[src/rtl/spi_reg_controller_pkg.sv]
// Shared types and constants for the SPI register-file transaction controller.
package spi_reg_controller_pkg;
  localparam int CMD_READ_BIT = 7;
  localparam int ADDR_W       = 7;

  typedef enum logic [2:0] {
    IDLE,
    CMD,
    WRITE,
    RD_FETCH,
    RD_LOAD,
    RD_WAIT
  } state_t;
endpackage

[src/rtl/spi_reg_controller_sync_edge_detect.sv]
// Two-flop synchronizer for an asynchronous pin, with single-cycle rise/fall pulses.
module sync_edge_detect #(
  parameter logic RESET_VAL = 1'b1
) (
  input  logic i_clk,
  input  logic i_reset,
  input  logic i_async,
  output logic o_sync,
  output logic o_rise,
  output logic o_fall
);
  logic r_meta;
  logic r_sync;

  always_ff @(posedge i_clk) begin
    if (i_reset) begin
      r_meta <= RESET_VAL;
      r_sync <= RESET_VAL;
    end else begin
      r_meta <= i_async;
      r_sync <= r_meta;
    end
  end

  assign o_sync = r_sync;
  // Pulses flag the value o_sync is about to take, so a registered consumer
  // changes state in the same cycle that o_sync changes.
  assign o_rise = r_meta & ~r_sync;
  assign o_fall = ~r_meta & r_sync;
endmodule

[src/rtl/spi_reg_controller.sv]
// Frames SPI transfers by slave select, decodes the command byte and runs
// auto-incrementing register writes/reads, feeding read bytes to the SPI transmit path.
module spi_reg_controller
  import spi_reg_controller_pkg::*;
#(
  parameter int         REG_COUNT = 64,
  parameter logic [7:0] FILL_BYTE = 8'h00
) (
  input  logic              clk_system,
  input  logic              reset,
  input  logic              spi_select_n,
  input  logic              spi_new_data,
  input  logic [7:0]        spi_rd_data,
  output logic              spi_latch,
  output logic [7:0]        spi_wr_data,
  output logic [ADDR_W-1:0] reg_addr,
  output logic              reg_wr_en,
  output logic [7:0]        reg_wr_data,
  output logic              reg_rd_en,
  input  logic [7:0]        reg_rd_data,
  output logic              frame_active,
  output logic              frame_done,
  output logic              addr_error
);
  state_t            r_state, w_state_nxt;
  logic [ADDR_W-1:0] r_addr, r_reg_addr, w_acc_addr;
  logic [7:0]        r_reg_wr_data, r_spi_wr_data, w_load_byte;
  logic              r_reg_wr_en, r_reg_rd_en, r_rd_valid, r_latch_start;
  logic              r_frame_done, r_addr_error;
  logic              w_sel, w_rise, w_fall, w_in_range;
  logic              w_start, w_end, w_cmd_wr, w_write, w_fetch, w_load;

  sync_edge_detect #(.RESET_VAL(1'b1)) u_sel_sync (
    .i_clk   (clk_system),
    .i_reset (reset),
    .i_async (spi_select_n),
    .o_sync  (w_sel),
    .o_rise  (w_rise),
    .o_fall  (w_fall)
  );

  always_ff @(posedge clk_system) begin
    if (reset) r_state <= IDLE;
    else       r_state <= w_state_nxt;
  end

  // Frame end overrides everything, so a byte arriving with it is dropped.
  always_comb begin
    w_state_nxt = r_state;
    w_start     = 1'b0;
    w_end       = 1'b0;
    w_cmd_wr    = 1'b0;
    w_write     = 1'b0;
    w_fetch     = 1'b0;
    w_load      = 1'b0;
    w_acc_addr  = r_addr;
    if (r_state != IDLE && w_rise) begin
      w_state_nxt = IDLE;
      w_end       = 1'b1;
    end else begin
      case (r_state)
        IDLE: if (w_fall) begin
          w_state_nxt = CMD;
          w_start     = 1'b1;
        end
        CMD: if (spi_new_data) begin
          w_acc_addr = spi_rd_data[ADDR_W-1:0];
          if (spi_rd_data[CMD_READ_BIT]) begin
            w_state_nxt = RD_FETCH;
            w_fetch     = 1'b1;
          end else begin
            w_state_nxt = WRITE;
            w_cmd_wr    = 1'b1;
          end
        end
        WRITE:    w_write = spi_new_data;
        RD_FETCH: w_state_nxt = RD_LOAD;
        RD_LOAD: begin
          w_load      = 1'b1;
          w_state_nxt = RD_WAIT;
        end
        RD_WAIT: if (spi_new_data) begin
          w_fetch     = 1'b1;
          w_state_nxt = RD_FETCH;
        end
        default: w_state_nxt = IDLE;
      endcase
    end
  end

  assign w_in_range  = ({25'd0, w_acc_addr} < REG_COUNT);
  assign w_load_byte = r_rd_valid ? reg_rd_data : FILL_BYTE;

  always_ff @(posedge clk_system) begin
    if (reset) begin
      r_addr        <= '0;
      r_reg_addr    <= '0;
      r_reg_wr_data <= '0;
      r_reg_wr_en   <= 1'b0;
      r_reg_rd_en   <= 1'b0;
      r_rd_valid    <= 1'b0;
      r_latch_start <= 1'b0;
      r_spi_wr_data <= '0;
      r_frame_done  <= 1'b0;
      r_addr_error  <= 1'b0;
    end else begin
      r_reg_wr_en   <= 1'b0;
      r_reg_rd_en   <= 1'b0;
      r_latch_start <= 1'b0;
      r_frame_done  <= w_end;
      if (w_start) begin
        r_latch_start <= 1'b1;
        r_spi_wr_data <= FILL_BYTE;
        r_addr_error  <= 1'b0;
      end
      if (w_cmd_wr) r_addr <= w_acc_addr;
      if (w_write) begin
        r_reg_addr    <= w_acc_addr;
        r_reg_wr_data <= spi_rd_data;
        r_reg_wr_en   <= w_in_range;
        r_addr        <= w_acc_addr + 7'd1;
        if (!w_in_range) r_addr_error <= 1'b1;
      end
      if (w_fetch) begin
        r_reg_addr  <= w_acc_addr;
        r_reg_rd_en <= w_in_range;
        r_rd_valid  <= w_in_range;
        r_addr      <= w_acc_addr + 7'd1;
        if (!w_in_range) r_addr_error <= 1'b1;
      end
      if (w_load) r_spi_wr_data <= w_load_byte;
    end
  end

  // Read data arrives in the RD_LOAD cycle itself, so that latch is combinational.
  assign spi_latch    = r_latch_start | (w_load & ~reset);
  assign spi_wr_data  = w_load ? w_load_byte : r_spi_wr_data;
  assign reg_addr     = r_reg_addr;
  assign reg_wr_en    = r_reg_wr_en;
  assign reg_wr_data  = r_reg_wr_data;
  assign reg_rd_en    = r_reg_rd_en;
  assign frame_active = ~w_sel;
  assign frame_done   = r_frame_done;
  assign addr_error   = r_addr_error;
endmodule

[config.mk]
export PLATFORM = sky130hd
export DESIGN_NAME = spi_reg_controller
export DESIGN_NICKNAME = d
export VERILOG_FILES = /design/src/rtl/spi_reg_controller_pkg.sv /design/src/rtl/spi_reg_controller_sync_edge_detect.sv /design/src/rtl/spi_reg_controller.sv
export SDC_FILE = /design/constraint.sdc
export NUM_CORES = 1
export LEC_CHECK = 0
export ABC_AREA = 1
export CAP_MARGIN = 20
export CORE_MARGIN = 5
export CORE_UTILIZATION = 45
export CTS_CLUSTER_DIAMETER = 150
export CTS_CLUSTER_SIZE = 8
export DETAILED_ROUTE_END_ITERATION = 8
export GPL_TIMING_DRIVEN = 0
export PLACE_DENSITY = 0.75
export SLEW_MARGIN = 20
export SYNTH_ARGS = -nofsm -noshare
export SYNTH_HDL_FRONTEND = slang
export SYNTH_SLANG_ARGS = --single-unit
[constraint.sdc]
create_clock -name clk_system -period 2.6 [get_ports clk_system]
set_clock_uncertainty 0.2 [all_clocks]
set_input_delay 0.52 -clock clk_system [delete_from_list [all_inputs] [get_ports clk_system]]
set_output_delay 0.52 -clock clk_system [all_outputs]
set_load 0.01 [all_outputs]
==> results.ini <==
[clocking]
cts_root_buf = clkbuf_8
tritoncts = yes
cts_sinks = 41
clock_latency_ps = 300
htreeDepth = 2
path_clk_slew_ps = 80
clock_path_buffers = 2
hold_buffers = 0
cts_buffers = 5

[routing]
wl_mm = 4.39
viasPerCell = 4.91
drtAntennaViolNets = 0
routedWlPerCell_um = 12.6
firstDrtPassIters = 4
drt_iter0_drc = 84
vias = 1714
post-route-drc-count = 0

[timing]
maxSlewViolCount = 0
hold_viol = 0
worst_slew_pin_slew_ps = 468
setup_violations = 0
post-route-min-period_ps = 2450
fmax_mhz = 408
timing.final.crit_share_pct = 94.4
relSlewSlack_pct = 68.8
grt_setup_unrepaired = false
setup_ws_ps = 146

[synth]
synthCells = 240
synth_edf_count = 0
synth-seq-cells = 41
seq_area_frac_synth_pct = 45.4
syn_avg_cell_area_um2 = 7.53
syn_nets = 261
yosys_warnings = 0
ys_types = 33
synth_ff_type = dfxtp_1
async_flop_share_pct = 0
netlist_area_um2 = 1810

[cells_and_area]
syn_to_final_growth_pct = 39.5
final_common_cell = nand2_1
final_nets = 319
antenna_cells = 0
final_cells = 349
final_cell_mix = nand2_1, clkdlybuf4s50_1, dfxtp_1
post-route-util_pct = 63.9
drive_gt1_share_pct = 15.1

[floorplan]
start_util_pct = 45.8
num_io_pins = 49
fp.dieW_um = 73.4
fp-row-count = 23
die_h_um = 73.4
core_um2 = 3940
dieArea_um2 = 5380

[worst_setup_path]
crit_path_max_fanout = 5
timing.rr.start = r_state[1]
required_ps = 1880
path_cells = nor2_4, nand2_2, nand2_4, nand4_1, inv_2, buf_4, nand2_1, nand2_1, dlygate4sd2_1
start_kind = register
crit_top_cell = nand2_1
path_buf_inv = 3
r2r_slack_ps = 520
critPathTopFamily = simple AND/OR/NAND/NOR gates
crit_cells = 9
reg2reg_to = r_addr[6]
crit_path_start = r_state[1]
endpoint = spi_wr_data[1]
cp_data_arrival_time_ps = 1730
critPathCaptureType = output port
worstRegToRegCells = 13
critPathKind = register to output port
critPathSlowestCell = dfxtp_1
max_stage_delay_ps = 360

[global_routing]
grt_max_degree = 14
gr-total-overflow = 0
antenna_found_initial = 0
track_usage_pct = 17.7
grt_pass1_vias = 1609
grt_pass1_wl_mm = 7.42

[min_path]
hold_class = register to register

[outcome]
run_status = completed

[power_and_ir_drop]
ir_worst_vdd_mv = 0.385
total_leakage_power_nw = 1.13
power_mw = 1.43
p_per_area_nw_per_um2 = 566

[place]
placed_cells = 338
place_congestion = 0.860
port_buffers = 48
pre_cts_ws_ps = -39.5
hpwl_mm = 3.13

[job]
maxCapViolations = 0

area by class of cell:
type	count	area [um2]
fill	373	1420
multi-input combinational	176	913
sequential	41	827
timing repair buffer	51	507
clock buffer	6	82.6
inverter	19	73.8
tap	50	62.6
clock inverter	2	37.5
buffer	4	16.3
per-layer routing:
| layer | up-vias | wire, um | track usage, % |
|---|---|---|---|
| li1 | 892 | - | - |
| met1 | 754 | 2040 | 23.7 |
| met2 | 56 | 1950 | 25.6 |
| met3 | 12 | 248 | 4.92 |
| met4 | 0 | 148 | 9.66 |
| met5 | - | 0 | 0 |
what timing repair did:
| action | in CTS | in global routing |
|---|---|---|
| endpoints found under the hold margin | 0 | 0 |
| setup endpoints to repair | 9 | 9 |
| setup buffers | 3 | 0 |
| gates resized for setup | 11 | 7 |
| pin swaps | 1 | 0 |
power breakdown:
part / switching (mW) / internal [mW]
clock: 0.230 / 0.312
combinational: 0.124 / 0.0927
sequential: 0.0172 / 0.650
total: 0.372 / 1.05
kinds of logic (layout without fill, tap and decap cells):
kind of cell | count (synthesis) | in the layout | share of synthesized area, %
buffers and inverters | 23 | 82 | 4.85
flip-flops | 41 | 41 | 45.4
XOR/XNOR | 1 | 1 | 0.485
adder cells (fa/ha/maj) | 1 | 1 | 0.692
AND/OR/NAND/NOR | 129 | 129 | 34.0
AO/OA/AOI/OAI | 45 | 45 | 14.5
stage by stage:
step,hold slack [ps],cell area (um2),TNS [ps]
6_report,262,2520,0
5_1_grt,286,2520,0
4_1_cts,266,2500,0
3_5_place_dp,255,2350,-42.3
3_3_place_gp,247,2350,-6.48
2_1_floorplan,239,1810,0
how the worst min path moves through the flow:
stage | startpoint | end | slack, ps | cells after the start
2_1_floorplan | r_spi_wr_data[0] | r_spi_wr_data[0] | 240 | 2
3_3_place_gp | r_spi_wr_data[1] | r_spi_wr_data[1] | 250 | 2
3_5_place_dp | r_spi_wr_data[7] | r_spi_wr_data[7] | 250 | 2
4_1_cts | r_spi_wr_data[7] | r_spi_wr_data[7] | 270 | 2
5_1_grt | r_spi_wr_data[2] | r_spi_wr_data[2] | 290 | 2
6_report | reg_addr[4] | reg_addr[4] | 260 | 2
cell usage after synthesis, types with 2 or more instances:
cell | instances | area share [%]
a31oi_1 | 2 | 0.69
o21ai_0 | 14 | 3.9
inv_2 | 6 | 1.2
nor2_2 | 2 | 0.69
nand2_2 | 6 | 2.1
nand3_1 | 8 | 2.2
a21oi_1 | 22 | 6.1
nand2_4 | 3 | 1.9
dfxtp_1 | 41 | 45
inv_1 | 12 | 2.5
nand3_2 | 2 | 1.1
nor2_1 | 22 | 4.6
nor3_1 | 2 | 0.55
nor2_4 | 3 | 1.9
nand4_1 | 4 | 1.4
nand2_1 | 72 | 15
clkbuf_1 | 3 | 0.62
flip-flops by register name, indices dropped and copies added, names as in the netlist:
name	flops
frame_done	1
reg_addr	7
reg_rd_en	1
u_sel_sync.r_meta	1
r_state	3
r_latch_start	1
r_spi_wr_data	8
addr_error	1
u_sel_sync.o_sync	1
reg_wr_en	1
r_rd_valid	1
r_addr	7
reg_wr_data	8
worst register-to-register path, stage by stage, from the launching register on:
cell,delay (ps)
dfxtp_1,410
inv_2,90
nand2_2,120
nor2_4,70
nand2_4,140
nand2_1,90
nand2_1,120
ha_1,220
nand3_2,120
nor2_4,110
nand3_1,80
nand2_1,90
nand2_1,50
nor2_1,90
(Power assumes the default switching activity.)
==> edit 1 (config.mk and constraints unchanged) <==
Re-encode `state_t` (6 states) as one-hot, 6 bits wide.
--- a/src/rtl/spi_reg_controller_pkg.sv
+++ b/src/rtl/spi_reg_controller_pkg.sv
@@ -5,9 +5,9 @@
 
-  typedef enum logic [2:0] {
-    IDLE,
-    CMD,
-    WRITE,
-    RD_FETCH,
-    RD_LOAD,
-    RD_WAIT
+  typedef enum logic [5:0] {
+    IDLE     = 6'b000001,
+    CMD      = 6'b000010,
+    WRITE    = 6'b000100,
+    RD_FETCH = 6'b001000,
+    RD_LOAD  = 6'b010000,
+    RD_WAIT  = 6'b100000
   } state_t;
Behaviour: no difference found for any inputs over 10 cycles, from zero or initial values and one cycle with reset high; not proved beyond that.
==> edit 1 against the unedited design <==
- sequential cell count up 3
- sequential share of layout area down 0.91 points
- routed wire length up 26%
- power up 7.3%
- final cell count up 11%
- worst setup slack worse by 0.040 ns
- non-clock buffer count up 6
- final area up 10%
- area after synthesis up 14%
- largest cell class unchanged
==> edit 1: results (changes against the unedited design) <==
ys_top_cells_by_count: "nand2_1, dfxtp_1, nand3_1, a21oi_1, inv_1"  # was nand2_1, dfxtp_1, a21oi_1, nor2_1, o21ai_0
clk_pin_slew_ns: 0.09
synth_nets: 297  # was 261
synth_edf_count: 0  # unchanged
routed_via_density: 5.24  # was 4.91
slowest_stage: "dfxtp_2"  # was dfxtp_1
grt_pass1_vias: 1945  # was 1609
synthCells: 276  # was 240
yosysSeqAreaShare: 0.428  # was 0.454
n_antenna_cell: 0  # unchanged
peakVddDrop_v: 0.000383  # was 0.000385 V
async_flop_share: 0  # unchanged
relSlewSlack: 0.593  # was 0.688
grt_max_degree: 16  # was 14
post_dp_cell_area_sq_mm: 0.00259  # was 0.00235 sq mm
status: "finished clean"  # unchanged
yosysWarnings: 0  # unchanged
nets: 355  # was 319
critical_path.max_fanout: 10  # was 5
clock_latency_ns: 0.31
clockBufferDepth: 2  # unchanged
layout-drive-gt1-share: 0.191  # was 0.151
place.port_buffers: 47  # was 48
numCtsBuffers: 5  # unchanged
vias: 2028  # was 1714
grt_pass1_wl_mm: 9.02  # was 7.42 mm
globalplace.congestion: 0.812  # was 0.860
drt_iter0_markers: 126  # was 84
dp_hpwl_mm: 3.89  # was 3.13 mm
p_leak_nw: 1.21  # was 1.13 nW
wire_per_inst_um: 14.2  # was 12.6 um
netlist-cell-type-count: 31  # was 33
antenna_found_initial: 0  # unchanged
dp.cells: 375  # was 338
crit_family: "simple AND/OR/NAND/NOR gates"  # unchanged
grt_usage: 0.186  # was 0.177
drtPass1Iterations: 4  # unchanged
synthTopCellsByArea: "dfxtp_1, nand2_1, nand3_1"  # was dfxtp_1, nand2_1, a21oi_1
power_switching_uw: 438  # was 372 uW
[edit 1: layout make-up]
type                    count  area, sq um
fillers                   410         1610
multi-input cells         192         1030
flip-flops and latches     44          886
repair buffers             51          500
inverters                  30          120
clock buffers               5         68.8
well taps                  52         65.1
plain buffers              10         58.8
clock inverters             3         46.3
[edit 1: worst paths after layout]
kind,cells after the start,endpoint,slack (ns),from
max,8,spi_wr_data[0],0.11,r_state[3]
min,2,reg_addr[0],0.27,reg_addr[0]
min reg2reg,2,reg_addr[0],0.27,reg_addr[0]
max reg2reg,15,r_addr[6],0.28,r_state[3]
[edit 1: cells by family (layout without fill, tap and decap cells)]
family	count (synthesis)	after routing	synth area share
compound gates	42	42	0.117
flops	44	44	0.428
simple gates	148	148	0.361
xor+xnor	1	1	0.00425
buf+inv	40	99	0.0838
fa+ha+maj	1	1	0.00607
[edit 1: metrics by stage]
step                      setup slack, ns   util  hold slack [ns]
after floorplan                     0.503      -            0.211
after global placement             -0.276  0.592            0.249
after detailed placement           -0.287  0.592            0.242
after CTS                          -0.122  0.632            0.271
after global routing              0.00266  0.633            0.285
final                               0.107  0.633            0.268
[edit 1: tightest hold or removal path, stage by stage, from the launching register on]
cell and delay, ns:
dfxtp_1 0.32, nand2_1 0.06, a21oi_1 0.05
[edit 1: power by group through the flow]
| stage | clock, mW | sequential [mW] | combinational, mW |
|---|---|---|---|
| floorplan | 0 | 0.725 | 0.172 |
| global placement | 0 | 0.725 | 0.262 |
| global route | 0.575 | 0.719 | 0.305 |
| finish | 0.537 | 0.715 | 0.279 |
| CTS | 0.550 | 0.715 | 0.276 |
| detailed placement | 0 | 0.726 | 0.264 |
[edit 1: metal layers]
| metal | vias to the layer above | routed length, um | track usage | share of wire |
|---|---|---|---|---|
| li1 | 1020 | - | - | - |
| met1 | 950 | 2590 | 0.236 | 0.47 |
| met2 | 48 | 2600 | 0.303 | 0.47 |
| met3 | 10 | 234 | 0.0370 | 0.042 |
| met4 | 0 | 90 | 0.0859 | 0.016 |
| met5 | - | 0 | 0 | 0 |
[edit 1: timing repair]
action	CTS	global route
gates resized for setup	21	8
pin swaps	3	0
setup endpoints to repair	9	10
buffers inserted	4	0
==> edit 2 (same settings) <==
Made on the original files. `RESET_VAL` is set to 1'b1 in 2 places; all go to 1'b0.
--- a/src/rtl/spi_reg_controller_sync_edge_detect.sv
+++ b/src/rtl/spi_reg_controller_sync_edge_detect.sv
@@ -2,3 +2,3 @@
 module sync_edge_detect #(
-  parameter logic RESET_VAL = 1'b1
+  parameter logic RESET_VAL = 1'b0
 ) (
--- a/src/rtl/spi_reg_controller.sv
+++ b/src/rtl/spi_reg_controller.sv
@@ -32,3 +32,3 @@
 
-  sync_edge_detect #(.RESET_VAL(1'b1)) u_sel_sync (
+  sync_edge_detect #(.RESET_VAL(1'b0)) u_sel_sync (
     .i_clk   (clk_system),
Behaviour: not the same (Yosys sat finds a counterexample within 4 cycles, from zero or initial values and one cycle with reset high).
==> edit 2 against the unedited design <==
- sequential cell count unchanged
- global-route usage down 0.58 points
- final area down 0.55%
- sequential power down 2%
- area after synthesis down 0.14%
- count of clock-buffer cells in the layout up 1
- maximum frequency down 0.10%
- non-clock buffer count up 1
- worst setup slack worse by 0.0025 ns
- sequential share of layout area up 0.080 points
- routed wire length down 2.0%
- power down 11%
- largest cell class unchanged
==> edit 2: results (changes against the unedited design) <==
clockBufferDepth: 2  # unchanged
cts_root_buf: "clkbuf_8"  # unchanged
final_antenna_net_count: 0  # unchanged
path_class: "reg -> out"  # unchanged
cp_slowest_stage_delay_ns: 0.36  # about the same
cts_sinks: 41  # unchanged
regArea_sq_um: 825  # was 827 sq um
critical_path.max_fanout: 8  # was 5
antenna_found_initial: 0  # unchanged
nets: 321  # was 319
yosys_most_used_dff: "dfxtp_1"  # unchanged
grt_max_degree: 13  # was 14
fillers: 353  # was 373
async_flop_share: 0  # unchanged
clock_latency_ns: 0.29
place.port_buffers: 47  # was 48
htreeDepth: 2  # unchanged
drt_iter0_markers: 141  # was 84
yosysWarnings: 0  # unchanged
yosysSeqAreaShare: 0.455  # was 0.454
hold_depth: 2  # unchanged
clk_pin_slew_ns: 0.07
grt_pass1_wl_mm: 7.19  # was 7.42 mm
r2r_cells: 12  # was 13
status: "finished clean"  # unchanged
globalplace.congestion: 0.875  # was 0.860
totalWireLength_mm: 4.30  # was 4.39 mm
synth_nets: 263  # was 261
routed_via_density: 4.85  # was 4.91
synthTopCellsByArea: "dfxtp_1, nand2_1, a21oi_1"  # unchanged
drtPass1Iterations: 4  # unchanged
dp_hpwl_mm: 3.09  # was 3.13 mm
post_dp_cell_area_sq_mm: 0.00234  # was 0.00235 sq mm
worstPathArrival_ns: 1.74
netlist-cell-type-count: 33  # unchanged
grt_usage: 0.171  # was 0.177
layout-drive-gt1-share: 0.140  # was 0.151
peakVddDrop_v: 0.000287  # was 0.000385 V
n_antenna_cell: 0  # unchanged
ys_top_cells_by_count: "nand2_1, dfxtp_1, nor2_1, a21oi_1, o21ai_0"  # was nand2_1, dfxtp_1, a21oi_1, nor2_1, o21ai_0
relSlewSlack: 0.689  # was 0.688
numCtsBuffers: 5  # unchanged
p_leak_nw: 1.18  # was 1.13 nW
slowest_stage: "dfxtp_1"  # unchanged
grt_pass1_vias: 1593  # was 1609
hold_path_class: "reg -> reg"  # unchanged
core_sq_mm: 0.00394  # unchanged
==> edit 2: cell type report <==
cell class / instances / share of cell area
buffer: 5 / 0.00799
clock buffer: 7 / 0.0384
clock inverter: 1 / 0.00200
inverter: 20 / 0.0310
multi-input combinational: 176 / 0.359
sequential: 41 / 0.329
tap: 50 / 0.0250
timing repair buffer: 51 / 0.207
==> edit 2: worst max-delay path: cells and delay by family, from the launching register on <==
| family | cells | cell delay [ns] |
|---|---|---|
| DFF | 1 | 0.36 |
| and+or+nand+nor | 6 | 0.55 |
| buffers and inverters | 3 | 0.53 |
==> edit 2: cell families (layout without fill, tap and decap cells) <==
group	after synthesis	in the layout	synth area share
adder cells (fa/ha/maj)	1	1	0.00693
flip-flops	41	41	0.455
XOR/XNOR	1	1	0.00486
buffers and inverters	25	84	0.0527
AND/OR/NAND/NOR	129	129	0.335
AO/OA/AOI/OAI	45	45	0.146
==> edit 2: path summary, 6_finish.rpt <==
path                 endpoint  slack, ns             start
max            spi_wr_data[2]       0.14        r_state[1]
min          r_spi_wr_data[7]       0.26  r_spi_wr_data[7]
max reg2reg         r_addr[6]       0.56        r_state[1]
min reg2reg  r_spi_wr_data[7]       0.26  r_spi_wr_data[7]
==> edit 2: what timing repair did <==
action                                  4_1_cts  5_1_grt
pin swaps                                     1        0
endpoints found under the setup margin        9        8
resized for setup                             5       11
setup buffers                                 1        3
==> edit 2: metal layers <==
layer,up-vias,GRT usage,part of all wire
met2,53,0.270,0.46
li1,898,-,-
met5,-,0,0
met4,0,0.0704,0.017
met1,746,0.226,0.46
met3,7,0.0383,0.065
==> edit 2: report_power, final <==
| group | switching, mW | internal (mW) |
|---|---|---|
| combinational | 0.0897 | 0.0699 |
| sequential | 0.0121 | 0.643 |
| clock | 0.216 | 0.240 |
| total | 0.317 | 0.952 |
==> edit 2: through the flow <==
stage	std cells	setup WS [ns]
3_3_place_gp	339	-0.0406
2_1_floorplan	242	0.649
3_5_place_dp	339	-0.0534
4_1_cts	348	-0.0672
5_1_grt	351	0.0275
6_report	351	0.144
